[config.mk]
export PLATFORM = sky130hd
export DESIGN_NAME = pipelined_adder
export DESIGN_NICKNAME = d
export VERILOG_FILES = /design/src/rtl/adder_pkg.sv /design/src/rtl/adder_slice.sv /design/src/rtl/pipelined_adder.sv
export SDC_FILE = /design/constraint.sdc
export NUM_CORES = 1
export LEC_CHECK = 0
export ABC_AREA = 1
export CORE_ASPECT_RATIO = 1.25
export CORE_UTILIZATION = 60
export DETAILED_ROUTE_END_ITERATION = 8
export PLACE_DENSITY = 0.85
export SLEW_MARGIN = 25
export SYNTH_ARGS = -nofsm -noshare
export SYNTH_HDL_FRONTEND = slang
export SYNTH_SLANG_ARGS = --single-unit
[constraint.sdc]
create_clock -name clk -period 17.6 [get_ports clk]
set_input_delay 3.52 -clock clk [delete_from_list [all_inputs] [get_ports clk]]
set_output_delay 3.52 -clock clk [all_outputs]
set_load 0.01 [all_outputs]
[src/rtl/adder_pkg.sv]
// Shared arithmetic helpers and stage payload type for the pipelined adder family.
package adder_pkg;

  // Widest operand any stage payload can carry; payload fields are sized to this.
  localparam int ADDER_MAX_W = 64;

  // Index width needed to address bit ADDER_MAX_W of a carry-extended vector.
  localparam int ADDER_IDX_W = $clog2(ADDER_MAX_W + 1);

  // One pipeline stage's registered contents. Operand fields hold only the
  // chunks not yet consumed, shifted down so the next chunk sits at bit 0.
  typedef struct packed {
    logic                   valid;
    logic [ADDER_MAX_W-1:0] sumBits;
    logic [ADDER_MAX_W-1:0] aRem;
    logic [ADDER_MAX_W-1:0] bRem;
    logic                   carry;
    logic                   ovf;
  } stage_payload_t;

  // True when the operand width splits evenly into the requested slices.
  function automatic bit adder_params_ok(input int width, input int stages);
    return (stages >= 1) && (stages <= width) && (width <= ADDER_MAX_W) &&
           ((width % stages) == 0);
  endfunction

  // Adds the low 'width' bits of a and b plus cin. Returns the carry out of
  // bit width-1 in the top bit and the masked chunk sum in the low bits.
  function automatic logic [ADDER_MAX_W:0] chunk_add(
    input logic [ADDER_MAX_W-1:0] a,
    input logic [ADDER_MAX_W-1:0] b,
    input logic                   cin,
    input logic [ADDER_IDX_W-1:0] width
  );
    logic [ADDER_MAX_W-1:0] mask;
    logic [ADDER_MAX_W:0]   full;
    if (width >= ADDER_IDX_W'(ADDER_MAX_W)) begin
      mask = '1;
    end else begin
      mask = (ADDER_MAX_W'(1) << width) - ADDER_MAX_W'(1);
    end
    full = {1'b0, a & mask} + {1'b0, b & mask} + {{ADDER_MAX_W{1'b0}}, cin};
    return {full[width], full[ADDER_MAX_W-1:0] & mask};
  endfunction

endpackage

[src/rtl/adder_slice.sv]
// One registered CHUNK-bit slice of the pipelined adder. It resolves the
// lowest unconsumed operand chunk, merges the result into the partial sum at
// OFFSET and hands the carry and remaining operands to the next slice.
module adder_slice
  import adder_pkg::*;
#(
  parameter int CHUNK       = 8,
  parameter int OFFSET      = 0,
  parameter bit COMPUTE_OVF = 1'b0
) (
  input  logic           clk,
  input  logic           rst,
  input  logic           i_advance,
  input  stage_payload_t i_stage,
  output stage_payload_t o_stage
);

  stage_payload_t         w_next;
  logic [ADDER_MAX_W:0]   w_add;
  logic                   w_msbCarryIn;
  stage_payload_t         r_stage;

  // Resolve this slice's chunk and build the payload the register will capture.
  always_comb begin
    w_next       = i_stage;
    w_add        = chunk_add(i_stage.aRem, i_stage.bRem, i_stage.carry,
                             ADDER_IDX_W'(CHUNK));
    w_msbCarryIn = w_add[CHUNK-1] ^ i_stage.aRem[CHUNK-1] ^ i_stage.bRem[CHUNK-1];
    w_next.sumBits = i_stage.sumBits | (w_add[ADDER_MAX_W-1:0] << OFFSET);
    w_next.aRem    = i_stage.aRem >> CHUNK;
    w_next.bRem    = i_stage.bRem >> CHUNK;
    w_next.carry   = w_add[ADDER_MAX_W];
    if (COMPUTE_OVF) begin
      w_next.ovf = w_msbCarryIn ^ w_add[ADDER_MAX_W];
    end else begin
      w_next.ovf = i_stage.ovf;
    end
  end

  // Stage register: cleared by reset, shifts only when the whole pipe advances.
  always_ff @(posedge clk or posedge rst) begin
    if (rst) begin
      r_stage <= '0;
    end else if (i_advance) begin
      r_stage <= w_next;
    end
  end

  assign o_stage = r_stage;

endmodule

[src/rtl/pipelined_adder.sv]
// Pipelined WIDTH-bit adder: STAGES carry-chained slices moving in lockstep
// behind a valid/ready handshake, with optional two's-complement overflow.
module pipelined_adder
  import adder_pkg::*;
#(
  parameter int WIDTH  = 32,
  parameter int STAGES = 4,
  parameter bit SIGNED = 1'b0
) (
  input  logic             clk,
  input  logic             rst,
  input  logic             in_valid,
  output logic             in_ready,
  input  logic [WIDTH-1:0] a,
  input  logic [WIDTH-1:0] b,
  input  logic             cin,
  output logic             out_valid,
  input  logic             out_ready,
  output logic [WIDTH-1:0] sum,
  output logic             cout,
  output logic             ovf
);

  localparam int CHUNK = (STAGES >= 1) ? (WIDTH / STAGES) : 1;

  if (!adder_params_ok(WIDTH, STAGES)) begin : g_badParams
    $error("pipelined_adder: WIDTH must be a multiple of STAGES, STAGES >= 1, WIDTH <= %0d",
           ADDER_MAX_W);
  end

  // Entry i is the payload feeding slice i; the last entry is the pipe output.
  stage_payload_t w_stage [STAGES+1];
  logic           w_advance;
  logic           w_unusedTail;

  // The pipe moves whenever the output slot is empty or being drained, so a
  // consume and an accept in the same cycle keep full rate.
  assign w_advance = !w_stage[STAGES].valid || out_ready;
  assign in_ready  = w_advance;

  // An advance without in_valid loads a bubble, since valid follows in_valid.
  assign w_stage[0] = '{valid:   in_valid,
                        sumBits: '0,
                        aRem:    ADDER_MAX_W'(a),
                        bRem:    ADDER_MAX_W'(b),
                        carry:   cin,
                        ovf:     1'b0};

  for (genvar k = 0; k < STAGES; k++) begin : g_slice
    adder_slice #(
      .CHUNK       (CHUNK),
      .OFFSET      (k * CHUNK),
      .COMPUTE_OVF (SIGNED && (k == STAGES - 1))
    ) u_slice (
      .clk       (clk),
      .rst       (rst),
      .i_advance (w_advance),
      .i_stage   (w_stage[k]),
      .o_stage   (w_stage[k+1])
    );
  end

  assign out_valid = w_stage[STAGES].valid;
  assign sum       = w_stage[STAGES].sumBits[WIDTH-1:0];
  assign cout      = w_stage[STAGES].carry;
  assign ovf       = SIGNED ? w_stage[STAGES].ovf : 1'b0;

  // Operand remnants and padding above WIDTH are always zero at the output.
  assign w_unusedTail = ^w_stage[STAGES];

endmodule

Word level (Yosys, flattened, before mapping). Cells that the tools add are included. Widths: inputs -> output; s select.

Add/sub/neg operators: 8. Reductions and logical operators: 2. Bitwise gates (word level): 3.

Operators by type and width (count): $add 8x8->9 (4); $add 9x1->9 (4); $or 32x32->32 (1); $or 16x24->24 (1); $or 8x16->16 (1); $logic_not 1->1 (1); $logic_or 1x1->1 (1).

Register bits: 192. Output and inout port bits: 36.

Depth between registers and ports, before layout. Gate-level depths: netlist of the first run.

Word-level depth: 3. Depth in mapped cells: 11. Gate-level depth less buffers: 11.

Hierarchy. From an unflattened synthesis of the first run, not the netlist that was laid out.

Cell total of the unflattened synthesis: 3350. Area total of the unflattened synthesis: 29126.7 um^2.

Modules (own cells, without submodules): adder_slice (g_slice[0].u_slice ...) (instances 2, seq. area each 4479.3 um^2, cells each 837, area an instance 7290.7 um^2); adder_slice (g_slice[2].u_slice ...) (instances 2, seq. area each 4479.3 um^2, cells each 836, area an instance 7263.2 um^2); pipelined_adder (instances 1, seq. area each 0.0 um^2, cells each 4, area an instance 18.8 um^2).

Worst setup path after synthesis of the first run. OpenSTA, ideal clock, no wires.

Path type: input to output. Start: input port out_ready. End: output port in_ready. Stages on the path: 4. Data arrival time: 3.977 ns. Path buffers: 2. Path slack: 10.103 ns. Required time: 14.080 ns. Path through: nor2_4 -> inv_2 -> buf_6 -> buf_2.

Longest elaborated chain between the ends: 1.

Ends and longest elaborated chain: start: declaration (RTL line pipelined_adder.sv:18) `input logic out_ready,`; $logic_or 1x1->1 (RTL line pipelined_adder.sv:38) `assign w_advance = !w_stage[STAGES].valid || out_ready;`; end: declaration (RTL line pipelined_adder.sv:13) `output logic in_ready,`.

No other way between the ends.

Worst setup path in the final report of the first run. Same ends and word-level chain as after synthesis.

==> impl_metrics.py, run 1 <==
metrics = {
    "clock_tree": {
        "cts_root_buffer": "clkbuf_16",
        "cts.sink_count": 184,
        "clk_latency_ns": 0.42,
        "clk_pin_slew_ns": 0.06,
        "clk_path_buf_depth": 2,
        "cts_made_buffers": 17,
        "cts_resized": 0,
        "ctsHoldBuffers": 0,
        "h-tree-depth": 4,
        "post-cts-setup-buffers": 0,
        "cts_tree": "done",
    },
    "worst_hold_path": {
        "hp-start": "g_slice[2].u_slice.o_stage[194]$_DFFE_PP0P_",
        "hold_class": "flop to flop",
    },
    "setup_path": {
        "startpoint": "out_ready",
        "startpoint_type": "input port",
        "cp_max_fo": 97,
        "crit_path_frequent_cell": "clkdlybuf4s50_1",
        "arrival_ns": 5.84,
        "end_kind": "output port",
        "critPathRequiredTime_ns": 14.08,
        "cpMaxStageDelayCell": "buf_4",
        "r2r-start": "g_slice[3].u_slice.o_stage[194]$_DFFE_PP0P_",
        "criticalPathCategory": "input port to output port",
        "crit_family": "buffers and inverters",
        "path_cells": "clkdlybuf4s50_1, nor2_4, buf_4, inv_4, clkdlybuf4s50_1",
        "crit_buf_inv": 4,
        "critPathMaxStageDelay_ns": 0.69,
    },
    "cells_and_area": {
        "fin_nets": 1148,
        "largest_register_ff_count": 184,
        "fillers": 943,
        "antenna_cells": 0,
        "drive_gt1_share_pct": 4.08,
        "final_cells": 1226,
        "area_growth_syn_to_layout_pct": 19.9,
        "final_cell_area_mm2": 0.00987,
    },
    "power": {
        "p_leak_nw": 5.05,
        "power_per_cell_area_mw_per_mm2": 175,
        "vdd_ir_drop_max_mv": 0.0949,
    },
    "yosys": {
        "synth-simple-area-share_pct": 22.9,
        "synth_edf_count": 0,
        "yosysSeqAreaShare_pct": 56.0,
        "syn_nets": 1063,
        "yosys.cell_types.count": 24,
        "synth_fa_ha_area_share_pct": 6.20,
        "ys_warn_count": 0,
        "syn_avg_cell_area_um2": 8.59,
        "synthMuxAreaShare_pct": 0,
        "synth_top_family_by_area": "simple AND/OR/NAND/NOR gates",
        "synth_area_mm2": 0.00823,
        "synthArstFlopShare_pct": 100,
        "synth_xor_area_share_pct": 0,
        "ys_seq_elements": 184,
        "syn_inst": 958,
        "synth_compound_area_share_pct": 8.09,
        "yosys_most_used_dff": "dfrtp_1",
    },
    "floorplanning": {
        "dieHeight_um": 133,
        "io_pins": 105,
        "die_area_mm2": 0.0142,
        "die_w_um": 107,
        "num_rows": 47,
        "core_area_mm2": 0.0133,
        "start_util_pct": 61.9,
    },
    "timing": {
        "finalCritPeriodShare_pct": 53.2,
        "setup_viol": 0,
        "worst_pin_slew_ns": 0.871,
        "final.setup_skew_ns": 0.0102,
        "min_period_ns": 9.36,
        "fmax_mhz": 107,
        "slew_headroom_pct": 41.9,
        "setup_tns_ns": 0,
        "hold_viol": 0,
        "drv_slew": 0,
        "grt_setup_unrepaired": "false",
    },
    "global_route": {
        "grt_max_degree": 116,
        "met2_usage_pct": 42.0,
        "grt_util_met3_pct": 4.33,
        "top_usage_layer": "met2",
        "antenna_found_initial": 0,
        "grt_use_total_pct": 24.8,
        "grt.overflow.total": 0,
        "grt_pass1_vias": 6184,
        "grt_pass1_wl_um": 28000,
        "grtUsageMet1_pct": 32.4,
    },
    "placement": {
        "post-place-cells": 1195,
        "gp_congestion": 0.798,
        "dp_hpwl_um": 10300,
        "dpl_cell_area_mm2": 0.00929,
        "io_buffers": 103,
    },
    "drt": {
        "drt-initial-drc-count": 411,
        "vias_per_cell": 5.16,
        "ant_nets": 0,
        "drt_wl_total_um": 16300,
        "firstDrtPassIters": 5,
        "routed-via-count": 6323,
        "drc": 0,
        "wl_per_cell_um": 13.3,
    },
    "run": {
        "maxCapViolations": 0,
    },
    "status": {
        "status": "finished, final reports clean",
    },
}
[synthesized netlist by cell type (8+ instances only)]
cell	number	area, um2
fa_1	8	160
inv_1	90	338
a21oi_1	18	90.1
nand3_1	37	185
nand3b_1	8	60.1
dfrtp_1	184	4600
o21ai_1	21	105
ha_1	28	350
o21ai_0	85	425
nor2_1	21	78.8
nand2_1	399	1500
buf_2	32	160
[per-layer routing]
metal	share of wire, %	wire (um)
met1	44	7120
met2	51	8330
met3	3.3	532
met4	1.7	275
met5	0	0
[cells by family (layout without fill, tap and decap cells)]
logic type | Yosys count | after routing
fa+ha+maj | 36 | 36
buf+inv | 132 | 229
simple gates | 474 | 474
flops | 184 | 184
compound gates | 131 | 131
other cells | 1 | 1
[report_power, final]
| group | internal, W | switching, W | leakage (nW) |
|---|---|---|---|
| registers | 0.000606 | 0.0000973 | 2.22 |
| logic | 0.000272 | 0.000387 | 2.55 |
| clock network | 0.000206 | 0.000158 | 0.271 |
[cell usage in the layout (no fill, tap or decap), types with 2 or more instances in the layout]
cell,n
ha_1,28
fa_1,8
or2_2,6
dfrtp_1,184
nand2_1,399
o21ai_1,21
nand3_1,37
inv_1,89
clkinv_4,4
o22ai_1,5
o21ai_0,85
clkinvlp_4,3
clkinv_2,2
a21oi_1,18
clkbuf_8,3
buf_4,2
clkdlybuf4s50_1,103
clkbuf_16,17
buf_6,2
nand3b_1,8
nor2_1,21
[through the flow]
stage	power [W]	hold slack (ns)	setup slack, ns	util (%)
2_1_floorplan	0.00115	0.440	9.08	-
3_3_place_gp	0.00132	0.447	8.24	69.9
3_5_place_dp	0.00135	0.453	8.23	69.9
4_1_cts	0.00173	0.467	8.23	74.2
5_1_grt	0.00186	0.471	8.04	74.3
6_report	0.00173	0.463	8.24	74.3
[final timing paths]
kind / to / slack [ns] / depth (start not counted)
max: in_ready / 8.24 / 5
min: g_slice[3].u_slice.o_stage[194]$_DFFE_PP0P_ / 0.46 / 1
max reg2reg: g_slice[2].u_slice.o_stage[1]$_DFFE_PP0P_ / 14.94 / 7
min reg2reg: g_slice[3].u_slice.o_stage[194]$_DFFE_PP0P_ / 0.46 / 1
max in group asynchronous: g_slice[3].u_slice.o_stage[156]$_DFFE_PP0P_ / 12.81 / 3
min in group asynchronous: g_slice[0].u_slice.o_stage[70]$_DFFE_PP0P_ / 3.63 / 2
[layout make-up]
class                           instances  area [um2]  area share, %
Tap cell                              171         214           2.17
Multi-Input combinational cell        642        3060           31.0
Timing Repair Buffer                  107        1070           10.8
Clock inverter                         10        97.6          0.989
Sequential cell                       184        4600           46.7
Inverter                               91         352           3.56
Clock buffer                           21         470           4.77
Note: power is estimated with default switching activity, not from simulation.
==> inputs of run 2 (changes only) <==
CORE_UTILIZATION = 50   (was 60)
PLACE_DENSITY = 0.75   (was 0.85)
clock period = 7.8 ns   (was 17.6 ns; I/O delays follow)
==> impl_metrics.py, run 2 (same netlist as run 1, synthesis figures left out) <==
metrics = {
    "status": {
        "status": "finished, final reports clean",
    },
    "clock_tree": {
        "clk_pin_slew_ns": 0.06,
        "cts_made_buffers": 17,
        "cts_resized": 0,
        "cts.sink_count": 184,
        "h-tree-depth": 4,
        "post-cts-setup-buffers": 0,
        "cts_root_buffer": "clkbuf_16",
        "clk_path_buf_depth": 2,
        "clk_latency_ns": 0.43,
        "cts_tree": "done",
        "ctsHoldBuffers": 0,
    },
    "timing": {
        "worst_pin_slew_ns": 0.926,
        "finalCritPeriodShare_pct": 66.4,
        "hold_viol": 0,
        "slew_headroom_pct": 38.3,
        "setup_tns_ns": 0,
        "fmax_mhz": 193,
        "drv_slew": 0,
        "grt_setup_unrepaired": "false",
        "min_period_ns": 5.18,
        "final.setup_skew_ns": 0.00746,
        "setup_viol": 0,
    },
    "global_route": {
        "grt_use_total_pct": 19.6,
        "grt_pass1_wl_um": 26300,
        "grt.overflow.total": 0,
        "antenna_found_initial": 0,
        "grt_max_degree": 123,
        "grt_pass1_vias": 5885,
    },
    "setup_path": {
        "end_kind": "output port",
        "criticalPathCategory": "input port to output port",
        "cp_max_fo": 84,
        "critPathRequiredTime_ns": 6.24,
        "startpoint_type": "input port",
        "arrival_ns": 3.62,
    },
    "placement": {
        "dp_hpwl_um": 9680,
        "post-place-cells": 1240,
        "gp_congestion": 0.792,
        "io_buffers": 103,
    },
    "cells_and_area": {
        "final_cells": 1272,
        "fillers": 1474,
        "fin_nets": 1148,
        "antenna_cells": 0,
        "drive_gt1_share_pct": 3.98,
        "largest_register_ff_count": 184,
        "area_growth_syn_to_layout_pct": 20.3,
        "final_cell_mix": "399 x nand2_1, 184 x dfrtp_1, 103 x clkdlybuf4s50_1",
        "final_common_cell": "nand2_1",
    },
    "floorplanning": {
        "die_w_um": 117,
        "io_pins": 105,
        "core_area_mm2": 0.0161,
        "num_rows": 52,
        "dieHeight_um": 145,
        "start_util_pct": 51.0,
        "die_area_mm2": 0.0170,
    },
    "drt": {
        "vias_per_cell": 4.78,
        "wl_per_cell_um": 11.7,
        "routed-via-count": 6074,
        "firstDrtPassIters": 4,
        "drt-initial-drc-count": 461,
        "ant_nets": 0,
        "drt_wl_total_um": 14900,
        "drc": 0,
    },
    "run": {
        "maxCapViolations": 0,
    },
    "worst_hold_path": {
        "hold_class": "flop to flop",
    },
    "power": {
        "power_per_cell_area_mw_per_mm2": 385,
        "vdd_ir_drop_max_mv": 0.167,
        "p_leak_nw": 5.03,
    },
}
-- run 2: cell types whose count changed in the layout (fill, tap and decap cells not counted) --
cell        delta
clkbuf_1       +2
clkbuf_8       -2
clkinv_4       -2
clkinvlp_4     +2
inv_6          +2
inv_8          +2
buf_4          +1
buf_6          -1
bufinv_16      -1
clkinv_2       -1
inv_4          -1
-- run 2: final timing paths --
path,start,endpoint,slack [ns],cells after the start
max,out_ready,in_ready,2.62,5
min,g_slice[2].u_slice.o_stage[152]$_DFFE_PP0P_,g_slice[3].u_slice.o_stage[152]$_DFFE_PP0P_,0.47,2
max reg2reg,g_slice[3].u_slice.o_stage[194]$_DFFE_PP0P_,g_slice[1].u_slice.o_stage[1]$_DFFE_PP0P_,5.25,7
min reg2reg,g_slice[2].u_slice.o_stage[152]$_DFFE_PP0P_,g_slice[3].u_slice.o_stage[152]$_DFFE_PP0P_,0.47,2
max in group asynchronous,rst,g_slice[2].u_slice.o_stage[9]$_DFFE_PP0P_,4.71,3
min in group asynchronous,rst,g_slice[0].u_slice.o_stage[5]$_DFFE_PP0P_,1.63,2
-- run 2: critical path: stages --
cell and delay [ns]:
clkdlybuf4s50_1 0.44, nor2_4 0.11, buf_4 0.50, inv_6 0.34, clkdlybuf4s50_1 0.58
-- run 2: final cells by class --
class	instances	area, um2	area share [%]
well taps	216	270	2.73
inverters	91	354	3.58
multi-input cells	642	3060	30.9
clock buffers	21	450	4.55
flip-flops and latches	184	4600	46.5
clock inverters	11	91.3	0.923
repair buffers	107	1060	10.8
-- run 2: through the flow --
| stage | instance area, um2 | hold WS, ns | power [W] | util, % | setup WS, ns |
|---|---|---|---|---|---|
| after global placement | 9350 | 0.451 | 0.00299 | 58.0 | 2.63 |
| after detailed placement | 9350 | 0.455 | 0.00304 | 58.0 | 2.64 |
| after global routing | 9900 | 0.481 | 0.00417 | 61.3 | 2.50 |
| final | 9900 | 0.468 | 0.00382 | 61.3 | 2.62 |
| after floorplan | 8230 | 0.440 | 0.00258 | - | 1.24 |
| after CTS | 9890 | 0.471 | 0.00385 | 61.3 | 2.64 |
-- run 2: per-layer routing --
layer / global-route usage, % / routed length [um]
met1: 26.2 / 7120
met5: 0 / 0
met3: 3.83 / 415
met4: 7.09 / 304
met2: 31.6 / 7100
-- run 2: power breakdown --
| group | internal [W] | leakage [nW] | switching [W] |
|---|---|---|---|
| clock network | 0.000421 | 0.250 | 0.000366 |
| registers | 0.00137 | 2.22 | 0.000210 |
| logic | 0.000614 | 2.55 | 0.000837 |
| total | 0.00240 | 5.03 | 0.00141 |
==> inputs of run 3 (changes only) <==
clock period = 4.27 ns   (was 7.8 ns; I/O delays follow)
==> impl_metrics.py, run 3 (same netlist as run 1, synthesis figures left out) <==
metrics = {
    "global_route": {
        "grt_use_total_pct": 19.9,
        "grt_max_degree": 141,
        "grt_pass1_vias": 5981,
        "grt_pass1_wl_um": 26400,
        "antenna_found_initial": 0,
        "grt.overflow.total": 0,
    },
    "setup_path": {
        "crit_path_frequent_cell": "clkdlybuf4s50_1",
        "cpMaxStageDelayCell": "clkdlybuf4s50_1",
        "criticalPathCategory": "input port to output port",
        "critPathRequiredTime_ns": 3.42,
        "cp_max_fo": 3,
        "startpoint_type": "input port",
        "crit_family": "buffers and inverters",
        "end_kind": "output port",
        "critPathMaxStageDelay_ns": 0.62,
        "crit_buf_inv": 3,
        "arrival_ns": 2.10,
        "path_cells": "clkdlybuf4s50_1, nor2_4, inv_6, clkdlybuf4s50_1",
    },
    "clock_tree": {
        "clk_path_buf_depth": 2,
        "post-cts-setup-buffers": 0,
        "clk_pin_slew_ns": 0.06,
        "cts_made_buffers": 17,
        "h-tree-depth": 4,
        "cts_tree": "done",
        "ctsHoldBuffers": 0,
        "clk_latency_ns": 0.43,
        "cts_root_buffer": "clkbuf_16",
        "cts.sink_count": 184,
        "cts_resized": 0,
    },
    "drt": {
        "drt-initial-drc-count": 349,
        "firstDrtPassIters": 4,
        "drt_wl_total_um": 15200,
        "wl_per_cell_um": 12.0,
        "drc": 0,
        "ant_nets": 0,
        "routed-via-count": 6138,
        "vias_per_cell": 4.83,
    },
    "floorplanning": {
        "die_area_mm2": 0.0170,
        "num_rows": 52,
        "start_util_pct": 51.0,
        "dieHeight_um": 145,
        "die_w_um": 117,
        "io_pins": 105,
        "core_area_mm2": 0.0161,
    },
    "timing": {
        "slew_headroom_pct": 39.4,
        "finalCritPeriodShare_pct": 69.3,
        "setup_viol": 0,
        "min_period_ns": 2.96,
        "final.setup_skew_ns": 0.00674,
        "worst_pin_slew_ns": 0.909,
        "grt_setup_unrepaired": "false",
        "fmax_mhz": 338,
        "setup_tns_ns": 0,
        "hold_viol": 0,
        "drv_slew": 0,
    },
    "cells_and_area": {
        "fillers": 1430,
        "fin_nets": 1150,
        "final_common_cell": "nand2_1",
        "area_growth_syn_to_layout_pct": 21.5,
        "fin_util_pct": 61.9,
        "drive_gt1_share_pct": 4.26,
        "largest_register_ff_count": 184,
        "final_cell_mix": "399 x nand2_1, 184 x dfrtp_1, 103 x clkdlybuf4s50_1",
        "antenna_cells": 0,
    },
    "power": {
        "vdd_ir_drop_max_mv": 0.371,
        "p_leak_nw": 5.08,
        "power_per_cell_area_mw_per_mm2": 717,
    },
    "status": {
        "status": "finished, final reports clean",
    },
    "placement": {
        "gp_congestion": 0.774,
        "dp_hpwl_um": 10000,
        "io_buffers": 103,
    },
    "worst_hold_path": {
        "hold_class": "flop to flop",
    },
    "run": {
        "maxCapViolations": 0,
    },
}
[run 3: path summary, 6_finish.rpt]
path	from	to	slack (ns)	cells after the start
setup / recovery	out_ready	in_ready	1.31	4
hold / removal	g_slice[1].u_slice.o_stage[194]$_DFFE_PP0P_	g_slice[2].u_slice.o_stage[194]$_DFFE_PP0P_	0.47	2
setup reg to reg	g_slice[3].u_slice.o_stage[194]$_DFFE_PP0P_	g_slice[1].u_slice.o_stage[12]$_DFFE_PP0P_	1.87	5
hold reg to reg	g_slice[1].u_slice.o_stage[194]$_DFFE_PP0P_	g_slice[2].u_slice.o_stage[194]$_DFFE_PP0P_	0.47	2
max in group asynchronous	rst	g_slice[0].u_slice.o_stage[73]$_DFFE_PP0P_	2.57	3
min in group asynchronous	rst	g_slice[0].u_slice.o_stage[24]$_DFFE_PP0P_	0.70	2
[run 3: final cells by class]
cell class                      count  area, um2  area share (%)
Clock inverter                     12        176            1.76
Tap cell                          216        270            2.70
Clock buffer                       18        439            4.39
Sequential cell                   184       4600            46.1
Multi-Input combinational cell    642       3060            30.6
Inverter                           91        350            3.50
Timing Repair Buffer              109       1090            10.9
[run 3: through the flow]
| stage | power, W | setup WS, ns | instances | hold WS, ns | cell area (um2) |
|---|---|---|---|---|---|
| after floorplan | 0.00472 | 1.05 | 958 | 0.440 | 8230 |
| after global placement | 0.00548 | 1.00 | 1242 | 0.447 | 9380 |
| after detailed placement | 0.00558 | 0.965 | 1242 | 0.452 | 9380 |
| after CTS | 0.00725 | 1.26 | 1272 | 0.469 | 9990 |
| after global routing | 0.00781 | 1.09 | 1272 | 0.498 | 10000 |
| final | 0.00717 | 1.31 | 1272 | 0.469 | 10000 |
[run 3: power breakdown]
| group | leakage, nW | switching, W | internal [W] |
|---|---|---|---|
| combinational | 2.56 | 0.00152 | 0.00112 |
| sequential | 2.22 | 0.000390 | 0.00250 |
| clock | 0.298 | 0.000648 | 0.000988 |
[run 3: tightest hold or removal path: cells and delay by family (launching register included)]
family / cells / cell delay [ns]
DFF: 1 / 0.34
and+or+nand+nor: 2 / 0.10
[run 3: routing by layer]
metal	vias up	GRT usage (%)	wire length (um)	part of all wire (%)
li1	3162	-	-	-
met1	2868	25.9	7190	47
met2	87	32.6	7320	48
met3	21	4.41	447	2.9
met4	0	6.71	243	1.6
met5	-	0	0	0
